**src/rtl/mult_ctrl_pkg.sv**
```systemverilog
// Shared types and constants for the digit-serial multiplier sequencer.
// Digits are 3 bits wide; counter width is derived from the digit count.
package mult_ctrl_pkg;

   localparam int DIGIT_W = 3;

   typedef enum logic [1:0] {
      IDLE,
      RUN,
      DONE
   } state_t;

   function automatic int dig_idx_w(input int n);
      return (n > 1) ? $clog2(n) : 1;
   endfunction

endpackage

```
**src/rtl/digit_mul3x3.sv**
```systemverilog
// Combinational 3x3-bit unsigned digit multiplier.
// Produces a 6-bit partial product; no state.
module digit_mul3x3
   import mult_ctrl_pkg::*;
(
   input  logic [DIGIT_W-1:0]   x,
   input  logic [DIGIT_W-1:0]   y,
   output logic [2*DIGIT_W-1:0] p
);

   localparam int PW = 2 * DIGIT_W;

   assign p = PW'(x) * PW'(y);

endmodule

```
**src/rtl/digit_serial_mult_ctrl.sv**
```systemverilog
// Digit-serial WIDTH x WIDTH multiplier reusing one 3x3 digit multiplier.
// Optional MULT_ZERO_SKIP_EN: zero operands skip the digit loop.
module digit_serial_mult_ctrl
   import mult_ctrl_pkg::*;
#(
   parameter int WIDTH = 12
) (
   input  logic               clk,
   input  logic               rst_n,
   input  logic               in_valid,
   output logic               in_ready,
   input  logic [WIDTH-1:0]   a,
   input  logic [WIDTH-1:0]   b,
   output logic               out_valid,
   input  logic               out_ready,
   output logic [2*WIDTH-1:0] product,
   output logic               busy
);

   localparam int NDIG = WIDTH / DIGIT_W;
   localparam int IW   = dig_idx_w(NDIG);
   localparam int PW   = 2 * WIDTH;
   localparam logic [IW-1:0] LAST = IW'(NDIG - 1);

   state_t           state_q, state_d;
   logic [WIDTH-1:0] a_q, a_d, b_q, b_d;
   logic [IW-1:0]    i_q, i_d, j_q, j_d;
   logic             fin_q, fin_d;
   logic [PW-1:0]    acc_q, acc_d;
   logic [PW-1:0]    term_q, term_d;

   logic [DIGIT_W-1:0]   a_dig, b_dig;
   logic [2*DIGIT_W-1:0] pp;
   logic [PW-1:0]        pp_sh;
   logic                 skip;

   assign a_dig = a_q[DIGIT_W*int'(i_q) +: DIGIT_W];
   assign b_dig = b_q[DIGIT_W*int'(j_q) +: DIGIT_W];

   digit_mul3x3 u_mul (
      .x (a_dig),
      .y (b_dig),
      .p (pp)
   );

   assign pp_sh = PW'(pp) << (DIGIT_W * (int'(i_q) + int'(j_q)));

`ifdef MULT_ZERO_SKIP_EN
   assign skip = (a == '0) || (b == '0);
`else
   assign skip = 1'b0;
`endif

   // The shifted partial product is staged in term_q; fin_q marks that the
   // last term is staged, so one extra RUN cycle drains it into acc_q.
   always_comb begin
      state_d = state_q;
      a_d     = a_q;
      b_d     = b_q;
      i_d     = i_q;
      j_d     = j_q;
      fin_d   = fin_q;
      acc_d   = acc_q;
      term_d  = term_q;
      unique case (state_q)
         IDLE: begin
            if (in_valid) begin
               a_d     = a;
               b_d     = b;
               i_d     = '0;
               j_d     = '0;
               acc_d   = '0;
               term_d  = '0;
               fin_d   = skip;
               state_d = RUN;
            end
         end
         RUN: begin
            acc_d = acc_q + term_q;
            if (fin_q) begin
               term_d  = '0;
               state_d = DONE;
            end else begin
               term_d = pp_sh;
               if (i_q == LAST) begin
                  i_d = '0;
                  if (j_q == LAST) fin_d = 1'b1;
                  else             j_d = j_q + 1'b1;
               end else begin
                  i_d = i_q + 1'b1;
               end
            end
         end
         DONE: begin
            if (out_ready) state_d = IDLE;
         end
         default: state_d = IDLE;
      endcase
   end

   always_ff @(posedge clk or negedge rst_n) begin
      if (!rst_n) begin
         state_q <= IDLE;
         a_q     <= '0;
         b_q     <= '0;
         i_q     <= '0;
         j_q     <= '0;
         fin_q   <= 1'b0;
         acc_q   <= '0;
         term_q  <= '0;
      end else begin
         state_q <= state_d;
         a_q     <= a_d;
         b_q     <= b_d;
         i_q     <= i_d;
         j_q     <= j_d;
         fin_q   <= fin_d;
         acc_q   <= acc_d;
         term_q  <= term_d;
      end
   end

   assign in_ready  = rst_n && (state_q == IDLE);
   assign out_valid = (state_q == DONE);
   assign product   = out_valid ? acc_q : '0;
   assign busy      = (state_q != IDLE);

endmodule

```
**config.mk**
```make
export PLATFORM = sky130hd
export DESIGN_NAME = digit_serial_mult_ctrl
export DESIGN_NICKNAME = d
export VERILOG_FILES = /design/src/rtl/mult_ctrl_pkg.sv /design/src/rtl/digit_mul3x3.sv /design/src/rtl/digit_serial_mult_ctrl.sv
export SDC_FILE = /design/constraint.sdc
export NUM_CORES = 1
export LEC_CHECK = 0
export ABC_AREA = 1
export CORE_MARGIN = 1
export CORE_UTILIZATION = 25
export CTS_CLUSTER_DIAMETER = 80
export CTS_CLUSTER_SIZE = 16
export DETAILED_ROUTE_END_ITERATION = 8
export PLACE_DENSITY_LB_ADDON = 0.25
export SYNTH_ARGS = -nofsm -noshare
export SYNTH_HDL_FRONTEND = slang
export SYNTH_HIERARCHICAL = 1
export SYNTH_SLANG_ARGS = --single-unit
```
**constraint.sdc**
```tcl
create_clock -name clk -period 3.15 [get_ports clk]
set_input_delay 0.63 -clock clk [delete_from_list [all_inputs] [get_ports clk]]
set_output_delay 0.63 -clock clk [all_outputs]
set_load 0.01 [all_outputs]
```
==> impl_metrics.xml <==
<?xml version="1.0" encoding="UTF-8"?>
<metrics>
  <group name="logic_synthesis">
    <metric name="synth-warning-count" unit="">6</metric>
    <metric name="synth_ff_type" unit="">sky130_fd_sc_hd__dfrtp_1</metric>
    <metric name="postSynth.asyncResetShare" unit="%">100</metric>
    <metric name="mappedNetlistNets" unit="">929</metric>
    <metric name="ys_seq_elements" unit="">79</metric>
    <metric name="syn-instance-count" unit="">862</metric>
    <metric name="netlist_top_cells_count" unit="">sky130_fd_sc_hd__nand2_1 (339), sky130_fd_sc_hd__inv_1 (135), sky130_fd_sc_hd__nor2_1 (83), sky130_fd_sc_hd__dfrtp_1 (79), sky130_fd_sc_hd__o21ai_0 (49)</metric>
    <metric name="post-synth-top-count-cell" unit="">sky130_fd_sc_hd__nand2_1</metric>
    <metric name="yosys.cell_types.count" unit="">35</metric>
    <metric name="post_synth_instance_area" unit="sq mm">0.00567</metric>
    <metric name="post_synth_main_area_contributors" unit="">sky130_fd_sc_hd__dfrtp_1 (35%), sky130_fd_sc_hd__nand2_1 (22%), sky130_fd_sc_hd__inv_1 (8.9%)</metric>
    <metric name="synth_top_area_share" unit="%">34.9</metric>
    <metric name="synth.avg_cell_area" unit="sq um">6.57</metric>
    <metric name="synth_enable_flop_cells" unit="">0</metric>
    <metric name="synth-seq-area-share" unit="%">34.9</metric>
    <metric name="yosysTopAreaCell" unit="">sky130_fd_sc_hd__dfrtp_1</metric>
  </group>
  <group name="timing">
    <metric name="slew_at_the_pin_closest_to_its_max_slew_limit" unit="ns">0.768</metric>
    <metric name="worst_clock_skew" unit="ns">0.00939</metric>
    <metric name="timing.max_slew.rel_slack" unit="%">48.8</metric>
    <metric name="fin_crit" unit="ns">3.07</metric>
    <metric name="report.final.hold_viol_count" unit="">0</metric>
    <metric name="fin_hold_ws" unit="ns">0.174</metric>
    <metric name="finalMaxSlewViolations" unit="">0</metric>
    <metric name="finalSetupTns" unit="ns">0</metric>
    <metric name="timing.final.ws_setup" unit="ns">0.0781</metric>
    <metric name="fmax" unit="MHz">326</metric>
    <metric name="setup_violations" unit="">0</metric>
    <metric name="setup_repair_after_global_routing_missed_its_margin" unit="">true</metric>
    <metric name="timing.final.crit_share" unit="%">97.5</metric>
  </group>
  <group name="global_route">
    <metric name="number_of_antenna_violations_at_the_first_check_in_global_routing" unit="">0</metric>
    <metric name="grt_pass1_vias" unit="">5305</metric>
    <metric name="globalRoute.totalOverflow" unit="">0</metric>
    <metric name="grt_usage" unit="%">14.1</metric>
    <metric name="grt_start_max_net_pins" unit="">62</metric>
    <metric name="grt_first_pass_wirelength" unit="um">26200</metric>
  </group>
  <group name="outcome">
    <metric name="run_status" unit="">finished clean</metric>
  </group>
  <group name="route">
    <metric name="drt_first_pass_iters" unit="">6</metric>
    <metric name="ant_nets" unit="">0</metric>
    <metric name="routed-via-count" unit="">5359</metric>
    <metric name="routed_vias_inst" unit="">4.40</metric>
    <metric name="detail_route.wirelength" unit="um">15500</metric>
    <metric name="initialDrtViolationCount" unit="">179</metric>
    <metric name="drcViolationCount" unit="">0</metric>
    <metric name="wl_per_cell" unit="um">12.8</metric>
  </group>
  <group name="final_layout">
    <metric name="antenna-diode-count" unit="">0</metric>
    <metric name="layout.nets" unit="">999</metric>
    <metric name="post_route_cells_drive_above_1_share" unit="%">9.39</metric>
    <metric name="area_growth_syn_to_layout" unit="%">24.6</metric>
    <metric name="final_cells" unit="">1217</metric>
    <metric name="n_fill_cell" unit="">2425</metric>
    <metric name="multi_input_comb_area" unit="sq mm">0.00319</metric>
    <metric name="final_core_util" unit="%">32.0</metric>
    <metric name="seqCellArea" unit="sq mm">0.00198</metric>
    <metric name="finish.instance_area" unit="sq mm">0.00706</metric>
  </group>
  <group name="worst_setup_path">
    <metric name="worstPathRequired" unit="ns">3.38</metric>
    <metric name="critical_path_arrival" unit="ns">3.30</metric>
    <metric name="worst_r2r_endpoint" unit="">term_q[23]</metric>
    <metric name="timing.critical_path.from_type" unit="">flip-flop</metric>
    <metric name="type_of_the_setup_path_with_the_least_slack" unit="">flip-flop to flip-flop</metric>
    <metric name="r2r.worst_path.cells" unit="">19</metric>
    <metric name="worst-path-max-fanout" unit="">6</metric>
    <metric name="r2r_slack" unit="ns">0.08</metric>
    <metric name="crit-reg2reg-launch" unit="">i_q[0]</metric>
    <metric name="worst_setup_path_end_kind" unit="">flip-flop</metric>
  </group>
  <group name="cts">
    <metric name="ctsLongestPathBuffers" unit="">2</metric>
    <metric name="clk_transition_reported_paths" unit="ns">0.07</metric>
    <metric name="tritoncts" unit="">yes</metric>
    <metric name="clock-root-buffer" unit="">sky130_fd_sc_hd__clkbuf_16</metric>
    <metric name="ctsHtreeMaxLevel" unit="">3</metric>
    <metric name="clock_latency_late_sink" unit="ns">0.35</metric>
    <metric name="cts_num_sinks" unit="">79</metric>
    <metric name="cts_buffers" unit="">9</metric>
  </group>
  <group name="run">
    <metric name="max_cap_violations" unit="">0</metric>
  </group>
  <group name="power">
    <metric name="max-vdd-ir-drop" unit="uV">549</metric>
    <metric name="power" unit="mW">7.69</metric>
    <metric name="p_leak" unit="nW">3.75</metric>
    <metric name="power-per-cell-area" unit="mW/mm^2">1090</metric>
  </group>
  <group name="die">
    <metric name="rows" unit="">54</metric>
    <metric name="io_pins" unit="">55</metric>
    <metric name="dieWidth" unit="um">153</metric>
    <metric name="die-area" unit="sq mm">0.0233</metric>
    <metric name="design.core.area" unit="sq mm">0.0220</metric>
    <metric name="floorplan.die.height" unit="um">153</metric>
    <metric name="start_util" unit="%">25.7</metric>
  </group>
  <group name="placed_design">
    <metric name="port-buffer-count" unit="">54</metric>
    <metric name="dp_hpwl" unit="um">12400</metric>
    <metric name="place.detailed.instances" unit="">1194</metric>
    <metric name="gp_congestion" unit="">0.879</metric>
    <metric name="detailed_place.area" unit="sq mm">0.00657</metric>
    <metric name="pre_cts_ws" unit="ns">-0.00750</metric>
  </group>
  <group name="worst_hold_path">
    <metric name="timing.hold.worst.class" unit="">input port to async pin</metric>
  </group>
</metrics>
[logic make-up after synthesis]
logic type,synth area share [%]
xor+xnor,0.906
fa+ha+maj,9.28
compound gates,10.1
simple gates,33.7
flops,34.9
buf+inv,11.1
[how the worst max path moves through the flow]
stage           start         end  slack (ns)  cells after the start
2_1_floorplan  i_q[0]   term_q[7]        0.19                     19
3_3_place_gp   j_q[0]  term_q[23]        0.08                     19
3_5_place_dp   j_q[0]  term_q[21]      -0.007                     17
4_1_cts        i_q[0]  term_q[23]        0.03                     19
5_1_grt        i_q[0]  term_q[23]       -0.10                     19
6_report       i_q[0]  term_q[23]        0.08                     19
[area by class of cell]
type                       count  share of cell area (%)
clock inverter                 7                    1.01
clock buffer                   9                    3.19
inverter                     142                    7.66
tap                          280                    4.96
sequential                    79                    28.0
multi-input combinational    625                    45.2
timing repair buffer          75                    9.96
[metal layers]
metal  GRT usage [%]  part of all wire (%)  up-vias
li1                -                     -     2823
met5               0                     0        -
met4            4.09                   1.8        0
met3            2.67                   3.1       24
met1            17.6                    47     2419
met2            24.5                    48       93
[report_power, final]
part           internal, mW  switching, mW
clock                 0.615          0.448
sequential             1.44          0.347
combinational          1.76           3.08
[repair_timing]
item	in CTS	in global routing
buffers inserted	0	7
resized for setup	1	50
hold buffers	0	0
endpoints found under the setup margin	5	21
pin swaps	0	6
[flip-flops by register name, summed over array words and instances (netlist names)]
signal and flops:
b_q 12, i_q 2, a_q 12, state_q 2, acc_q 24, term_q 24, fin_q 1, j_q 2
[layout by cell type, fill, tap and decap left out, types with 2 or more instances in the layout]
cell / n
sky130_fd_sc_hd__nand2_1: 339
sky130_fd_sc_hd__inv_1: 129
sky130_fd_sc_hd__nor2_1: 77
sky130_fd_sc_hd__dfrtp_1: 77
sky130_fd_sc_hd__clkdlybuf4s50_1: 53
sky130_fd_sc_hd__nand3_1: 37
sky130_fd_sc_hd__o21ai_0: 36
sky130_fd_sc_hd__ha_1: 33
sky130_fd_sc_hd__a21oi_1: 21
sky130_fd_sc_hd__buf_4: 20
sky130_fd_sc_hd__o21ai_1: 14
sky130_fd_sc_hd__inv_2: 11
sky130_fd_sc_hd__o21ai_2: 11
sky130_fd_sc_hd__clkbuf_16: 9
sky130_fd_sc_hd__nand4_1: 7
sky130_fd_sc_hd__o22ai_2: 5
sky130_fd_sc_hd__nor2_2: 5
sky130_fd_sc_hd__nor2_4: 5
sky130_fd_sc_hd__o22ai_1: 5
sky130_fd_sc_hd__fa_1: 5
sky130_fd_sc_hd__clkinv_4: 3
sky130_fd_sc_hd__xor2_1: 3
sky130_fd_sc_hd__o211ai_1: 3
sky130_fd_sc_hd__clkinv_2: 3
sky130_fd_sc_hd__nand2_4: 2
sky130_fd_sc_hd__nand3b_1: 2
sky130_fd_sc_hd__nor3_1: 2
sky130_fd_sc_hd__o221ai_1: 2
sky130_fd_sc_hd__dfrtp_2: 2
sky130_fd_sc_hd__buf_6: 2
[worst max-delay path, cell delays in order, from the launching register on]
cell	delay [ns]
sky130_fd_sc_hd__dfrtp_2	0.45
sky130_fd_sc_hd__buf_6	0.15
sky130_fd_sc_hd__o21ai_2	0.15
sky130_fd_sc_hd__o22ai_2	0.11
sky130_fd_sc_hd__nand2_1	0.07
sky130_fd_sc_hd__inv_1	0.05
sky130_fd_sc_hd__fa_1	0.48
sky130_fd_sc_hd__ha_2	0.18
sky130_fd_sc_hd__inv_2	0.04
sky130_fd_sc_hd__fa_1	0.47
sky130_fd_sc_hd__inv_1	0.05
sky130_fd_sc_hd__or2_1	0.21
sky130_fd_sc_hd__o21ai_2	0.06
sky130_fd_sc_hd__nand2_1	0.08
sky130_fd_sc_hd__o21ai_2	0.08
sky130_fd_sc_hd__nand2_1	0.09
sky130_fd_sc_hd__o21ai_2	0.07
sky130_fd_sc_hd__nor2_1	0.07
sky130_fd_sc_hd__nand2_1	0.05
sky130_fd_sc_hd__nand2_1	0.05
No activity file was read; power rests on OpenSTA's default activity.
